[src/rtl/axi_wr_arbiter_pkg.sv]
// Shared types and constants for the two-master AXI write arbiter.
//   arb_state_e : write-path FSM states
//   m_idx_t     : master index (also the slave-side ID prefix bit)
//   aw_ctl_t    : registered AW burst-control fields
package axi_arb_pkg;

    localparam int unsigned NUM_M   = 2;
    localparam int unsigned LEN_W   = 4;
    localparam int unsigned SIZE_W  = 3;
    localparam int unsigned BURST_W = 2;
    localparam int unsigned RESP_W  = 2;

    localparam logic [RESP_W-1:0] BRESP_OKAY   = 2'b00;
    localparam logic [RESP_W-1:0] BRESP_SLVERR = 2'b10;

    typedef enum logic [1:0] {
        IDLE = 2'd0,
        AW   = 2'd1,
        W    = 2'd2
    } arb_state_e;

    typedef logic m_idx_t;

    typedef struct packed {
        logic [LEN_W-1:0]   len;
        logic [SIZE_W-1:0]  size;
        logic [BURST_W-1:0] burst;
    } aw_ctl_t;

endpackage

[src/rtl/axi_wr_arbiter_rr_arb.sv]
// Two-requester grant selection for the AXI write arbiter.
// Build option: AXI_ARB_RR_EN selects round-robin (last_grant register);
// without it master 0 has fixed priority and the block is purely combinational.
// Ports:
//   clk_i, rst_ni : clock / async active-low reset (round-robin build only)
//   take_i        : a grant is being accepted this cycle (round-robin build only)
//   req_i         : per-master request
//   gnt_o         : index of the winning master (valid when any req_i is set)
module axi_rr_arb
    import axi_arb_pkg::*;
(
`ifdef AXI_ARB_RR_EN
    input  logic             clk_i,
    input  logic             rst_ni,
    input  logic             take_i,
`endif
    input  logic [NUM_M-1:0] req_i,
    output m_idx_t           gnt_o
);

`ifdef AXI_ARB_RR_EN
    m_idx_t last_grant_q;

    // On contention the master that did not win last time is chosen.
    always_comb begin
        gnt_o = 1'b0;
        if (req_i[0] && req_i[1]) begin
            gnt_o = ~last_grant_q;
        end else if (req_i[1]) begin
            gnt_o = 1'b1;
        end
    end

    // Reset to master 1 so that master 0 wins the first contention.
    always_ff @(posedge clk_i or negedge rst_ni) begin
        if (!rst_ni) begin
            last_grant_q <= 1'b1;
        end else if (take_i) begin
            last_grant_q <= gnt_o;
        end
    end
`else
    // Fixed priority: master 1 only wins when master 0 is not requesting.
    assign gnt_o = ~req_i[0] & req_i[1];
`endif

endmodule

[src/rtl/axi_wr_arbiter.sv]
// Two-master to one-slave AXI write-path arbiter (AW, W, B channels).
// One burst at a time: the winning AW is registered and presented to the
// slave, then W is locked to the granted master until its wlast beat.
// B responses are routed by the top slave-ID bit, independent of the FSM.
// Build option: AXI_ARB_RR_EN enables round-robin arbitration (default: fixed
// priority, master 0 first).
// Ports:
//   aclk, arst          : clock, async active-low reset
//   mX_aw*              : master AW channels (mX_awready driven in IDLE only)
//   mX_w*               : master W channels (wready only to the granted master)
//   mX_b*               : master B channels (routed from s_b*)
//   s_aw*               : registered slave AW channel, s_awid = {grant, awid}
//   s_w*                : slave W channel, combinational from the granted master
//   s_b*                : slave B channel
//   wlast_err           : sticky flag for a wlast/awlen disagreement
module axi_wr_arbiter
    import axi_arb_pkg::*;
#(
    parameter int unsigned ID_W   = 4,
    parameter int unsigned ADDR_W = 32,
    parameter int unsigned DATA_W = 32
) (
    input  logic                  aclk,
    input  logic                  arst,

    input  logic [ID_W-1:0]       m0_awid,
    input  logic [ADDR_W-1:0]     m0_awaddr,
    input  logic [LEN_W-1:0]      m0_awlen,
    input  logic [SIZE_W-1:0]     m0_awsize,
    input  logic [BURST_W-1:0]    m0_awburst,
    input  logic                  m0_awvalid,
    output logic                  m0_awready,
    input  logic [DATA_W-1:0]     m0_wdata,
    input  logic [DATA_W/8-1:0]   m0_wstrb,
    input  logic                  m0_wlast,
    input  logic                  m0_wvalid,
    output logic                  m0_wready,
    output logic [ID_W-1:0]       m0_bid,
    output logic [RESP_W-1:0]     m0_bresp,
    output logic                  m0_bvalid,
    input  logic                  m0_bready,

    input  logic [ID_W-1:0]       m1_awid,
    input  logic [ADDR_W-1:0]     m1_awaddr,
    input  logic [LEN_W-1:0]      m1_awlen,
    input  logic [SIZE_W-1:0]     m1_awsize,
    input  logic [BURST_W-1:0]    m1_awburst,
    input  logic                  m1_awvalid,
    output logic                  m1_awready,
    input  logic [DATA_W-1:0]     m1_wdata,
    input  logic [DATA_W/8-1:0]   m1_wstrb,
    input  logic                  m1_wlast,
    input  logic                  m1_wvalid,
    output logic                  m1_wready,
    output logic [ID_W-1:0]       m1_bid,
    output logic [RESP_W-1:0]     m1_bresp,
    output logic                  m1_bvalid,
    input  logic                  m1_bready,

    output logic [ID_W:0]         s_awid,
    output logic [ADDR_W-1:0]     s_awaddr,
    output logic [LEN_W-1:0]      s_awlen,
    output logic [SIZE_W-1:0]     s_awsize,
    output logic [BURST_W-1:0]    s_awburst,
    output logic                  s_awvalid,
    input  logic                  s_awready,
    output logic [DATA_W-1:0]     s_wdata,
    output logic [DATA_W/8-1:0]   s_wstrb,
    output logic                  s_wlast,
    output logic                  s_wvalid,
    input  logic                  s_wready,
    input  logic [ID_W:0]         s_bid,
    input  logic [RESP_W-1:0]     s_bresp,
    input  logic                  s_bvalid,
    output logic                  s_bready,

    output logic                  wlast_err
);

    arb_state_e         state_q;
    m_idx_t             grant_idx_q;
    logic [ID_W:0]      s_awid_q;
    logic [ADDR_W-1:0]  s_awaddr_q;
    aw_ctl_t            aw_ctl_q;
    logic               s_awvalid_q;
    logic [LEN_W-1:0]   beat_cnt_q;
    logic               wlast_err_q;

    m_idx_t             gnt;
    logic               grant_fire;
    logic [ID_W-1:0]    sel_awid;
    logic [ADDR_W-1:0]  sel_awaddr;
    aw_ctl_t            sel_ctl;
    logic               in_w;
    logic               w_hs;
    logic               bsel;

    // Arbitration among pending AW requests.
    axi_rr_arb u_arb (
`ifdef AXI_ARB_RR_EN
        .clk_i  (aclk),
        .rst_ni (arst),
        .take_i (grant_fire),
`endif
        .req_i  ({m1_awvalid, m0_awvalid}),
        .gnt_o  (gnt)
    );

    // AW accept happens in IDLE in the same cycle the request is seen.
    assign grant_fire = (state_q == IDLE) && (m0_awvalid || m1_awvalid);
    assign m0_awready = grant_fire && (gnt == 1'b0);
    assign m1_awready = grant_fire && (gnt == 1'b1);

    assign sel_awid   = gnt ? m1_awid   : m0_awid;
    assign sel_awaddr = gnt ? m1_awaddr : m0_awaddr;
    assign sel_ctl    = gnt ? aw_ctl_t'({m1_awlen, m1_awsize, m1_awburst})
                            : aw_ctl_t'({m0_awlen, m0_awsize, m0_awburst});

    // W channel: pass-through from the granted master while in W only.
    assign in_w      = (state_q == W);
    assign s_wdata   = grant_idx_q ? m1_wdata  : m0_wdata;
    assign s_wstrb   = grant_idx_q ? m1_wstrb  : m0_wstrb;
    assign s_wlast   = grant_idx_q ? m1_wlast  : m0_wlast;
    assign s_wvalid  = in_w && (grant_idx_q ? m1_wvalid : m0_wvalid);
    assign m0_wready = in_w && !grant_idx_q && s_wready;
    assign m1_wready = in_w &&  grant_idx_q && s_wready;
    assign w_hs      = s_wvalid && s_wready;

    // Write FSM, registered AW payload, beat counter and error flag.
    always_ff @(posedge aclk or negedge arst) begin
        if (!arst) begin
            state_q     <= IDLE;
            grant_idx_q <= 1'b0;
            s_awid_q    <= '0;
            s_awaddr_q  <= '0;
            aw_ctl_q    <= '0;
            s_awvalid_q <= 1'b0;
            beat_cnt_q  <= '0;
            wlast_err_q <= 1'b0;
        end else begin
            case (state_q)
                IDLE: begin
                    if (grant_fire) begin
                        grant_idx_q <= gnt;
                        s_awid_q    <= {gnt, sel_awid};
                        s_awaddr_q  <= sel_awaddr;
                        aw_ctl_q    <= sel_ctl;
                        s_awvalid_q <= 1'b1;
                        state_q     <= AW;
                    end
                end
                AW: begin
                    if (s_awready) begin
                        s_awvalid_q <= 1'b0;
                        beat_cnt_q  <= '0;
                        state_q     <= W;
                    end
                end
                W: begin
                    if (w_hs) begin
                        beat_cnt_q <= beat_cnt_q + LEN_W'(1);
                        // Either side of the wlast/awlen agreement can be broken.
                        if (s_wlast != (beat_cnt_q == aw_ctl_q.len)) begin
                            wlast_err_q <= 1'b1;
                        end
                        // Only wlast ends the burst, even when it disagrees with awlen.
                        if (s_wlast) begin
                            state_q <= IDLE;
                        end
                    end
                end
                default: begin
                    state_q <= IDLE;
                end
            endcase
        end
    end

    assign s_awid    = s_awid_q;
    assign s_awaddr  = s_awaddr_q;
    assign s_awlen   = aw_ctl_q.len;
    assign s_awsize  = aw_ctl_q.size;
    assign s_awburst = aw_ctl_q.burst;
    assign s_awvalid = s_awvalid_q;
    assign wlast_err = wlast_err_q;

    // B routing: the ID prefix bit picks the destination master.
    assign bsel      = s_bid[ID_W];
    assign m0_bid    = s_bid[ID_W-1:0];
    assign m1_bid    = s_bid[ID_W-1:0];
    assign m0_bresp  = s_bresp;
    assign m1_bresp  = s_bresp;
    assign m0_bvalid = s_bvalid && !bsel;
    assign m1_bvalid = s_bvalid &&  bsel;
    assign s_bready  = bsel ? m1_bready : m0_bready;

endmodule

[config.mk]
export PLATFORM = sky130hd
export DESIGN_NAME = axi_wr_arbiter
export DESIGN_NICKNAME = d
export VERILOG_FILES = /design/src/rtl/axi_wr_arbiter_pkg.sv /design/src/rtl/axi_wr_arbiter_rr_arb.sv /design/src/rtl/axi_wr_arbiter.sv
export SDC_FILE = /design/constraint.sdc
export NUM_CORES = 1
export LEC_CHECK = 0
export BUFFER_PORTS_ARGS = -buffer_cell sky130_fd_sc_hd__buf_2
export CAP_MARGIN = 40
export CORE_AREA = 2 2 110 112
export DETAILED_ROUTE_END_ITERATION = 8
export DIE_AREA = 0 0 112 114
export GPL_TIMING_DRIVEN = 0
export PLACE_DENSITY = 0.64
export REMOVE_ABC_BUFFERS = 1
export SLEW_MARGIN = 5
export SYNTH_ARGS = -nofsm -noshare
export SYNTH_HDL_FRONTEND = slang
export SYNTH_SLANG_ARGS = --single-unit
[constraint.sdc]
create_clock -name aclk -period 2.4 [get_ports aclk]
set_input_delay 0.12 -clock aclk [delete_from_list [all_inputs] [get_ports aclk]]
set_output_delay 0.12 -clock aclk [all_outputs]
set_load 0.005 [all_outputs]
==> results of run 1 <==
==> sequential cells by signal (all words and copies together) (netlist names) <==
register / count
grant_idx_q: 1
s_awaddr: 32
wlast_err: 1
state_q: 2
s_awid: 4
s_awvalid: 1
beat_cnt_q: 4
s_awlen: 4
s_awsize: 3
s_awburst: 2
==> metrics by stage <==
stage,power (mW),TNS [ps]
2_1_floorplan,2.881,0
3_3_place_gp,3.915,-21010
3_5_place_dp,4.026,0
4_1_cts,4.736,0
5_1_grt,5.012,0
6_report,4.677,0
==> area by class of cell <==
class	count	area (um2)
Fill cell	1178	7268
Timing Repair Buffer	273	1414
Sequential cell	54	1353
Multi-Input combinational cell	125	1181
Tap cell	147	183.9
Inverter	47	176.4
Clock buffer	5	125.1
Clock inverter	2	10.01
==> routing by layer <==
layer | track usage, % | vias up
met3 | 3.507 | 15
met1 | 16.32 | 1389
met5 | 0 | -
met2 | 25.98 | 235
met4 | 7.561 | 0
li1 | - | 1443
==> kinds of logic (layout without fill, tap and decap cells) <==
logic type      Yosys count  in the layout  synth area share [%]
buf+inv                  80            327                 13.59
flops                    54             54                 46.31
compound gates           53             53                 17.07
mux                      39             39                 15.14
simple gates             27             27                 5.961
xor+xnor                  5              5                 1.501
fa+ha+maj                 1              1                0.4287
==> critical path: stages, from the launching register on <==
cell     delay (ps)
dfrtp_2         930
mux2_4          360
nand3_2         170
nor3b_1          80
a311o_1         310
==> layout by cell type (no fill, tap or decap), drive strengths merged <==
cell type | netlist | routed
xnor2 | 1 | 1
inv | 47 | 47
and3 | 1 | 1
nor2b | 1 | 1
and2 | 3 | 3
nor3b | 2 | 2
buf | 29 | 272
dlygate4sd3 | 0 | 1
xor2 | 4 | 4
or2b | 1 | 1
clkbuf | 4 | 5
nor4 | 1 | 1
a21oi | 1 | 1
o21ai | 5 | 5
nand2 | 4 | 4
a222oi | 45 | 45
nand3 | 7 | 7
ha | 1 | 1
nor2 | 3 | 3
mux2 | 38 | 38
and2b | 1 | 1
mux2i | 1 | 1
clkinv | 0 | 2
nand3b | 1 | 1
a311o | 1 | 1
o21bai | 1 | 1
dfrtp | 54 | 54
nor4b | 1 | 1
or3 | 1 | 1
==> power breakdown <==
| group | internal, mW | switching [mW] | leakage, nW | total, mW |
|---|---|---|---|---|
| sequential | 1.34 | 0.407 | 0.668 | 1.75 |
| clock | 0.377 | 0.300 | 0.0694 | 0.677 |
| combinational | 1.23 | 1.02 | 1.79 | 2.25 |
==> path summary, 6_finish.rpt <==
path / start / end / slack, ps / depth (start not counted)
max: grant_idx_q / beat_cnt_q[2] / 410 / 4
min: s_awready / state_q[0] / 30 / 2
max reg2reg: grant_idx_q / beat_cnt_q[2] / 410 / 4
min reg2reg: s_awvalid / s_awvalid / 480 / 2
max in group asynchronous: arst / beat_cnt_q[2] / 1540 / 3
min in group asynchronous: arst / s_awsize[2] / 320 / 2
==> impl_metrics.json, run 1 <==
{
  "status": "finished clean",
  "fmax_ghz": 0.5021,
  "rsz0062_at_grt": "no",
  "hold_class": "input port to flip-flop",
  "cp_data_arrival_time_ps": 2160,
  "met1_length_um": 3638,
  "grt_usage_pct": 14.61,
  "drtPass1Iterations": 8,
  "place_inst": 645,
  "setup_viol": 0,
  "io_buffers": 268,
  "drv_slew": 0,
  "grt_pass1_vias": 2848,
  "crit_fanout": 42,
  "gp_congestion": 0.8504,
  "yosysMostFrequentCell": "dfrtp_1",
  "yosysTopAreaCell": "dfrtp_1",
  "final_layout_size_suffix_gt1_share_pct": 63.64,
  "worst_pin_slew_ps": 858.3,
  "fin_skew_ps": 3.603,
  "fp-row-count": 40,
  "critPathRequiredTime_ps": 2570,
  "final_nets": 689,
  "postLayoutCoreUtil_pct": 37.94,
  "clkLatencyLatePin_ps": 290,
  "cts-root-buf": "clkbuf_16",
  "n_antenna_cell": 0,
  "grt_pass1_wl_um": 14760,
  "end_kind": "flip-flop",
  "io_pins": 287,
  "preCtsSetupSlack_ps": 415.4,
  "peakVddDrop_mv": 0.4618,
  "whs_ps": 32.75,
  "path_class": "flip-flop to flip-flop",
  "design_area_um2": 4443,
  "max_cap_viol_count": 0,
  "fin_ws_ps": 408.5,
  "drt-vias-per-instance": 4.720,
  "async_reset_ff_share_pct": 100.0,
  "wl_um": 10240,
  "cp-start-kind": "flip-flop",
  "pwr_density_cell_nw_per_um2": 1053,
  "synth_commonest_cells": "dfrtp_1 (54), inv_1 (47), a222oi_1 (45)",
  "slew_headroom_pct": 42.78,
  "drt-initial-drc-count": 284,
  "yosys-top-cells-area": "dfrtp_1 (46%), a222oi_1 (15%), mux2_2 (14%)",
  "routed.top_layer": "met4",
  "grt_overflow": 0,
  "die-area_um2": 12770,
  "synth_seq_cells": 54,
  "placed_area_um2": 4298,
  "synth_edf_count": 0,
  "p_leak_nw": 2.527,
  "die_w_um": 112,
  "fp.coreArea_um2": 11710,
  "finalCritPeriodShare_pct": 82.98,
  "post_cts_buffers": 0,
  "cts_resized": 0,
  "start_util_pct": 24.91,
  "vias": 3082,
  "cts_tree": "yes",
  "drc": 0,
  "antenna_left": 0,
  "antenna_found_initial": 0,
  "dpl.hpwl_um": 8411,
  "layout.cells.non_filler": 653,
  "die_h_um": 114,
  "cts_hold_buf": 1,
  "htreeDepth": 2,
  "grt_max_degree": 48,
  "clkTransAtPathRegs_ps": 60,
  "ys_dominant_reg_cell": "dfrtp_1",
  "ys_types": 33,
  "cts_sinks": 54,
  "syn_area_um2": 2918,
  "cts_made_buffers": 5,
  "finalCriticalPeriod_ps": 1992,
  "ys_seq_area_share_pct": 46.31,
  "wl_met2_um": 5103,
  "hold_violations": 0,
  "syn_avg_cell_area_um2": 11.27,
  "synthCells": 259,
  "synth_top_area_share_pct": 46.31,
  "cts_buffer_depth": 2,
  "yosysWarnings": 0,
  "route.met3.wl_um": 1082,
  "wire_per_inst_um": 15.69,
  "syn2layout_area_growth_pct": 52.27
}
Power figures use the tool's default switching activity.
==> run 2: changes to the inputs <==
--- a/config.mk
+++ b/config.mk
@@ -7,11 +7,11 @@
 export LEC_CHECK = 0
 export BUFFER_PORTS_ARGS = -buffer_cell sky130_fd_sc_hd__buf_2
 export CAP_MARGIN = 40
-export CORE_AREA = 2 2 110 112
+export CORE_AREA = 2 2 111 113
 export DETAILED_ROUTE_END_ITERATION = 8
-export DIE_AREA = 0 0 112 114
+export DIE_AREA = 0 0 113 115
 export GPL_TIMING_DRIVEN = 0
-export PLACE_DENSITY = 0.64
+export PLACE_DENSITY = 0.63
 export REMOVE_ABC_BUFFERS = 1
 export SLEW_MARGIN = 5
 export SYNTH_ARGS = -nofsm -noshare
==> constraint.sdc (replaced) <==
create_clock -name aclk -period 2 [get_ports aclk]
set_input_delay 0.1 -clock aclk [delete_from_list [all_inputs] [get_ports aclk]]
set_output_delay 0.1 -clock aclk [all_outputs]
set_load 0.005 [all_outputs]
==> run 2 against run 1 <==
  * The run now ends with DRC left
  * Sequential share of layout area shrank 0.66 points
  * Via count grew 3.0%
  * Die area grew 1.8%
  * Non-clock buffer count grew 4
  * Setup slack lost 270 ps
  * Power grew 28%
  * Critical path depth shrank 1
  * Sequential power grew 20%
  * Design area grew 2.4%
  * Clock power grew 65%
  * Global-route usage grew 0.88 points
==> impl_metrics.json, run 2 (synthesis results as in run 1) <==
{
  "vias": 3175,
  "finalCritPeriodShare_pct": 93.10,
  "r2r_cells": 4,
  "status": "finished, violations left",
  "max_cap_viol_count": 0,
  "cts_buffer_depth": 2,
  "grt_pass1_vias": 2961,
  "crit_fanout": 47,
  "rsz0062_at_grt": "no",
  "hold_depth": 3,
  "ff2ff_setup_slack_ps": 180,
  "drv_slew": 0,
  "switchingPower_mw": 2.110,
  "final_cell_mix": "buf_2 (268), dfrtp_1 (53), inv_1 (47)",
  "path_class": "flip-flop to output pin",
  "grt_pass1_wl_um": 15410,
  "cp_data_arrival_time_ps": 1760,
  "violations": "DRC",
  "preCtsSetupSlack_ps": -15.46,
  "worst_pin_slew_ps": 633.9,
  "grt_overflow": 0,
  "cp-start-kind": "flip-flop",
  "antenna_found_initial": 2,
  "r2r_start": "grant_idx_q",
  "grt_max_degree": 48,
  "cts_made_buffers": 5,
  "syn2layout_area_growth_pct": 55.92,
  "fp-row-count": 40,
  "fmax_ghz": 0.5370,
  "p_int_mw": 3.863,
  "fin_skew_ps": 3.176,
  "clkLatencyLatePin_ps": 290,
  "placed_area_um2": 4305,
  "drt-vias-per-instance": 4.818,
  "start_util_pct": 24.70,
  "antenna_left": 0,
  "final_layout_size_suffix_gt1_share_pct": 63.99,
  "dpl.hpwl_um": 8825,
  "fillers": 1177,
  "io_buffers": 268,
  "grt_usage_pct": 15.49,
  "swShare_pct": 35.32,
  "design_area_um2": 4549,
  "finalCriticalPeriod_ps": 1862,
  "p_leak_nw": 2.579,
  "layout_commonest_cell": "buf_2",
  "hold_violations": 0,
  "power_frac_comb_pct": 46.0,
  "fin_ws_ps": 137.9,
  "hold_class": "input port to flip-flop",
  "whs_endpoint": "s_awlen[2]",
  "setup_viol": 0,
  "end_kind": "output pin",
  "die-area_um2": 13000,
  "cts_tree": "yes",
  "gp_congestion": 0.8605,
  "die_h_um": 115,
  "drc": 19,
  "pwr_density_cell_nw_per_um2": 1313,
  "clkTransAtPathRegs_ps": 70,
  "io_pins": 287,
  "drtPass1Iterations": 9,
  "drt-initial-drc-count": 253,
  "clkPwrFrac_pct": 18.8,
  "p_seq_share_pct": 35.2,
  "htreeDepth": 2,
  "wire_per_inst_um": 16.37,
  "cts-root-buf": "clkbuf_16",
  "peakVddDrop_mv": 0.5201,
  "die_w_um": 113,
  "fp.coreArea_um2": 11810,
  "largest_reg_flops": 32,
  "slew_headroom_pct": 57.74,
  "cts_sinks": 54,
  "whs_ps": 21.05,
  "min_from": "m1_awlen[2]",
  "wl_um": 10790,
  "reg2reg_to": "beat_cnt_q[2]",
  "critPathRequiredTime_ps": 1900,
  "final_nets": 693
}
-- run 2: cell types whose count changed in the layout (fill, tap and decap cells not counted), sizes merged --
cell and change:
clkinv -2, diode +1, clkbuf +1, buf +4, bufinv +2
-- run 2: metrics by stage --
step	util, %	setup TNS [ps]	total power, mW	cells
after floorplan	-	-270.4	3.458	226
after global placement	35.75	-51620	4.735	641
after detailed placement	36.45	-15.46	4.876	645
after CTS	38.24	0	6.046	654
after global routing	38.52	0	6.404	659
final	38.52	0	5.973	659
-- run 2: final cells by class --
type                       count  area (um2)  share of cell area [%]
clock buffer                   6       138.9                   3.053
antenna                        1       2.502                 0.05501
timing repair buffer         277        1451                   31.90
clock inverter                 2       60.06                   1.320
inverter                      47       176.4                   3.878
tap                          147       183.9                   4.043
sequential                    54        1355                   29.79
multi-input combinational    125        1181                   25.96
-- run 2: timing repair --
item / 4_1_cts / 5_1_grt
gates cloned: 0 / 0
hold endpoints to repair: 25 / 0
setup endpoints to repair: 3 / 1
pin swaps: 0 / 1
hold buffers: 1 / 0
gates resized for setup: 1 / 0
buffers inserted: 0 / 4
-- run 2: critical path, cell delays in order, from the launching register on --
cell and delay (ps):
dfrtp_1 440, nor2_1 290, and2_4 510, buf_2 210
-- run 2: worst max-delay path by stage --
| stage | start | slack, ps | endpoint | cells after the start |
|---|---|---|---|---|
| floorplan | grant_idx_q | -130 | beat_cnt_q[2] | 4 |
| global placement | m0_awvalid | -1090 | state_q[0] | 3 |
| detailed placement | grant_idx_q | -20 | beat_cnt_q[2] | 4 |
| CTS | state_q[1] | 40 | m1_awready | 3 |
| global route | state_q[1] | 30 | m0_awready | 3 |
| finish | state_q[1] | 140 | m0_awready | 3 |
-- run 2: power by group through the flow --
stage	Clock, mW	Combinational, mW	Sequential, mW
2_1_floorplan	0	1.40	2.06
3_3_place_gp	0	2.66	2.08
3_5_place_dp	0	2.78	2.09
4_1_cts	1.16	2.78	2.10
5_1_grt	1.21	3.02	2.17
6_report	1.12	2.75	2.10
-- run 2: per-layer routing --
metal  GRT usage [%]  vias up  part of all wire, %
met5               0        -                 0.12
met4           7.236        2                  3.0
li1                -     1452                    -
met2           28.70      231                   51
met1           16.62     1474                   35
met3           3.795       16                   10
==> run 3: changes to the inputs <==
--- a/config.mk
+++ b/config.mk
@@ -11,8 +11,6 @@
 export DETAILED_ROUTE_END_ITERATION = 8
 export DIE_AREA = 0 0 113 115
 export GPL_TIMING_DRIVEN = 0
-export PLACE_DENSITY = 0.63
-export REMOVE_ABC_BUFFERS = 1
 export SLEW_MARGIN = 5
 export SYNTH_ARGS = -nofsm -noshare
 export SYNTH_HDL_FRONTEND = slang
==> run 3 against run 2 <==
  * Maximum frequency is 0.37% lower
  * Critical path type unchanged
  * Cell count up 6.1%
  * Highest routed layer is now met4
  * Combinational power up 11%
  * The run still ends with DRC left
==> impl_metrics.json, run 3 (synthesis results as in run 1) <==
{
  "cts_sinks": 54,
  "layout_commonest_cell": "buf_2",
  "cts_made_buffers": 5,
  "setup_tns_ps": 0,
  "grt_max_degree": 35,
  "clkTransAtPathRegs_ps": 70,
  "max_cap_viol_count": 0,
  "finalCritPeriodShare_pct": 93.45,
  "fin_skew_ps": 7.061,
  "hold_violations": 0,
  "grt_usage_pct": 16.49,
  "drv_slew": 0,
  "vias": 3297,
  "fp.coreArea_um2": 11810,
  "drt-vias-per-instance": 4.717,
  "rsz0062_at_grt": "no",
  "fillers": 1192,
  "drc": 20,
  "whs_ps": 20.46,
  "htreeDepth": 2,
  "clkLatencyLatePin_ps": 290,
  "postSynthNetCount": 442,
  "path_class": "flip-flop to output pin",
  "p_leak_nw": 2.710,
  "cp_data_arrival_time_ps": 1770,
  "regArea_um2": 1351,
  "grt_pass1_vias": 3252,
  "start_util_pct": 24.70,
  "multiInputGateArea_um2": 1170,
  "worst_pin_slew_ps": 507.5,
  "io_buffers": 280,
  "cts-root-buf": "clkbuf_16",
  "die_w_um": 113,
  "end_kind": "output pin",
  "place_inst": 687,
  "final_nets": 732,
  "gp_congestion": 0.8366,
  "final_cell_mix": "buf_2 (289), dfrtp_1 (54), inv_1 (47)",
  "violations": "DRC",
  "wire_per_inst_um": 16.49,
  "dpl.hpwl_um": 9553,
  "pwr_density_cell_nw_per_um2": 1248,
  "antenna_left": 0,
  "cp-start-kind": "flip-flop",
  "grt_pass1_wl_um": 16680,
  "layout.cells.non_filler": 699,
  "ff2ff_setup_slack_ps": 280,
  "r2r_cells": 6,
  "status": "finished, violations left",
  "drt-initial-drc-count": 264,
  "hold_class": "input port to flip-flop",
  "finalCriticalPeriod_ps": 1869,
  "fmax_ghz": 0.5350,
  "cts_buffer_depth": 2,
  "die-area_um2": 13000,
  "slew_headroom_pct": 66.16,
  "io_pins": 287,
  "fp-row-count": 40,
  "grt_overflow": 0,
  "syn2layout_area_growth_pct": 61.23,
  "critPathRequiredTime_ps": 1900,
  "antenna_found_initial": 2,
  "hold_depth": 3,
  "wl_um": 11530,
  "cts_tree": "yes",
  "final_layout_size_suffix_gt1_share_pct": 65.82,
  "drtPass1Iterations": 9,
  "setup_viol": 0,
  "crit_fanout": 10,
  "largest_reg_flops": 32,
  "die_h_um": 115,
  "peakVddDrop_mv": 0.5398
}
-- run 3: changes by cell type in the layout (fill, tap and decap cells not counted), sizes merged --
| cell | previous run | this run |
|---|---|---|
| clkinv | 0 | 1 |
| clkbuf | 6 | 10 |
| bufinv | 2 | 0 |
| clkinvlp | 0 | 1 |
| diode | 1 | 2 |
| buf | 276 | 311 |
-- run 3: final cells by class --
class	instances	area share, %
Antenna cell	2	0.1064
Buffer	33	4.840
Clock buffer	6	2.952
Clock inverter	2	0.2660
Inverter	47	3.750
Multi-Input combinational cell	125	24.87
Sequential cell	54	28.72
Tap cell	147	3.910
Timing Repair Buffer	283	30.59
-- run 3: stage by stage --
stage | setup WS (ps) | area, um2 | utilization [%] | power, mW
after CTS | 21.92 | 4695 | 39.75 | 5.952
after global routing | 20.30 | 4705 | 39.83 | 6.322
after detailed placement | 187.5 | 4523 | 38.29 | 5.037
after global placement | 221.1 | 4503 | 38.13 | 4.980
final | 131.0 | 4705 | 39.83 | 5.871
after floorplan | 524.1 | 2918 | - | 3.621
-- run 3: path summary, 6_finish.rpt --
path / start / to
worst min-delay path: m1_awaddr[29] / s_awaddr[29]
worst max register to register: state_q[1] / s_awburst[1]
worst max-delay path: grant_idx_q / s_wdata[26]
max in group asynchronous: arst / s_awaddr[23]
worst min register to register: wlast_err / wlast_err
min in group asynchronous: arst / s_awaddr[6]
-- run 3: critical path, cell delays in order, from the launching register on --
cell,delay (ps)
dfrtp_1,340
buf_2,190
buf_4,210
buf_4,220
mux2_2,370
buf_2,150
-- run 3: per-layer routing --
metal	global-route usage (%)	vias up	wire (um)
met5	0	-	0
met1	17.77	1559	4009
met3	3.163	10	1069
met4	5.122	0	170
li1	-	1528	-
met2	32.38	200	6279
-- run 3: where the power goes --
group          internal (mW)  switching (mW)  total [mW]
Clock                  0.497           0.384       0.880
Combinational           1.59            1.46        3.05
Sequential              1.61           0.339        1.94
Total                   3.69            2.18        5.87
-- run 3: repair_timing --
| item | in CTS | in global routing |
|---|---|---|
| hold buffers | 1 | 0 |
| gates resized for setup | 1 | 6 |
| endpoints found under the hold margin | 20 | 0 |
| setup buffers | 1 | 0 |
| pin swaps | 1 | 0 |
| setup endpoints to repair | 8 | 21 |
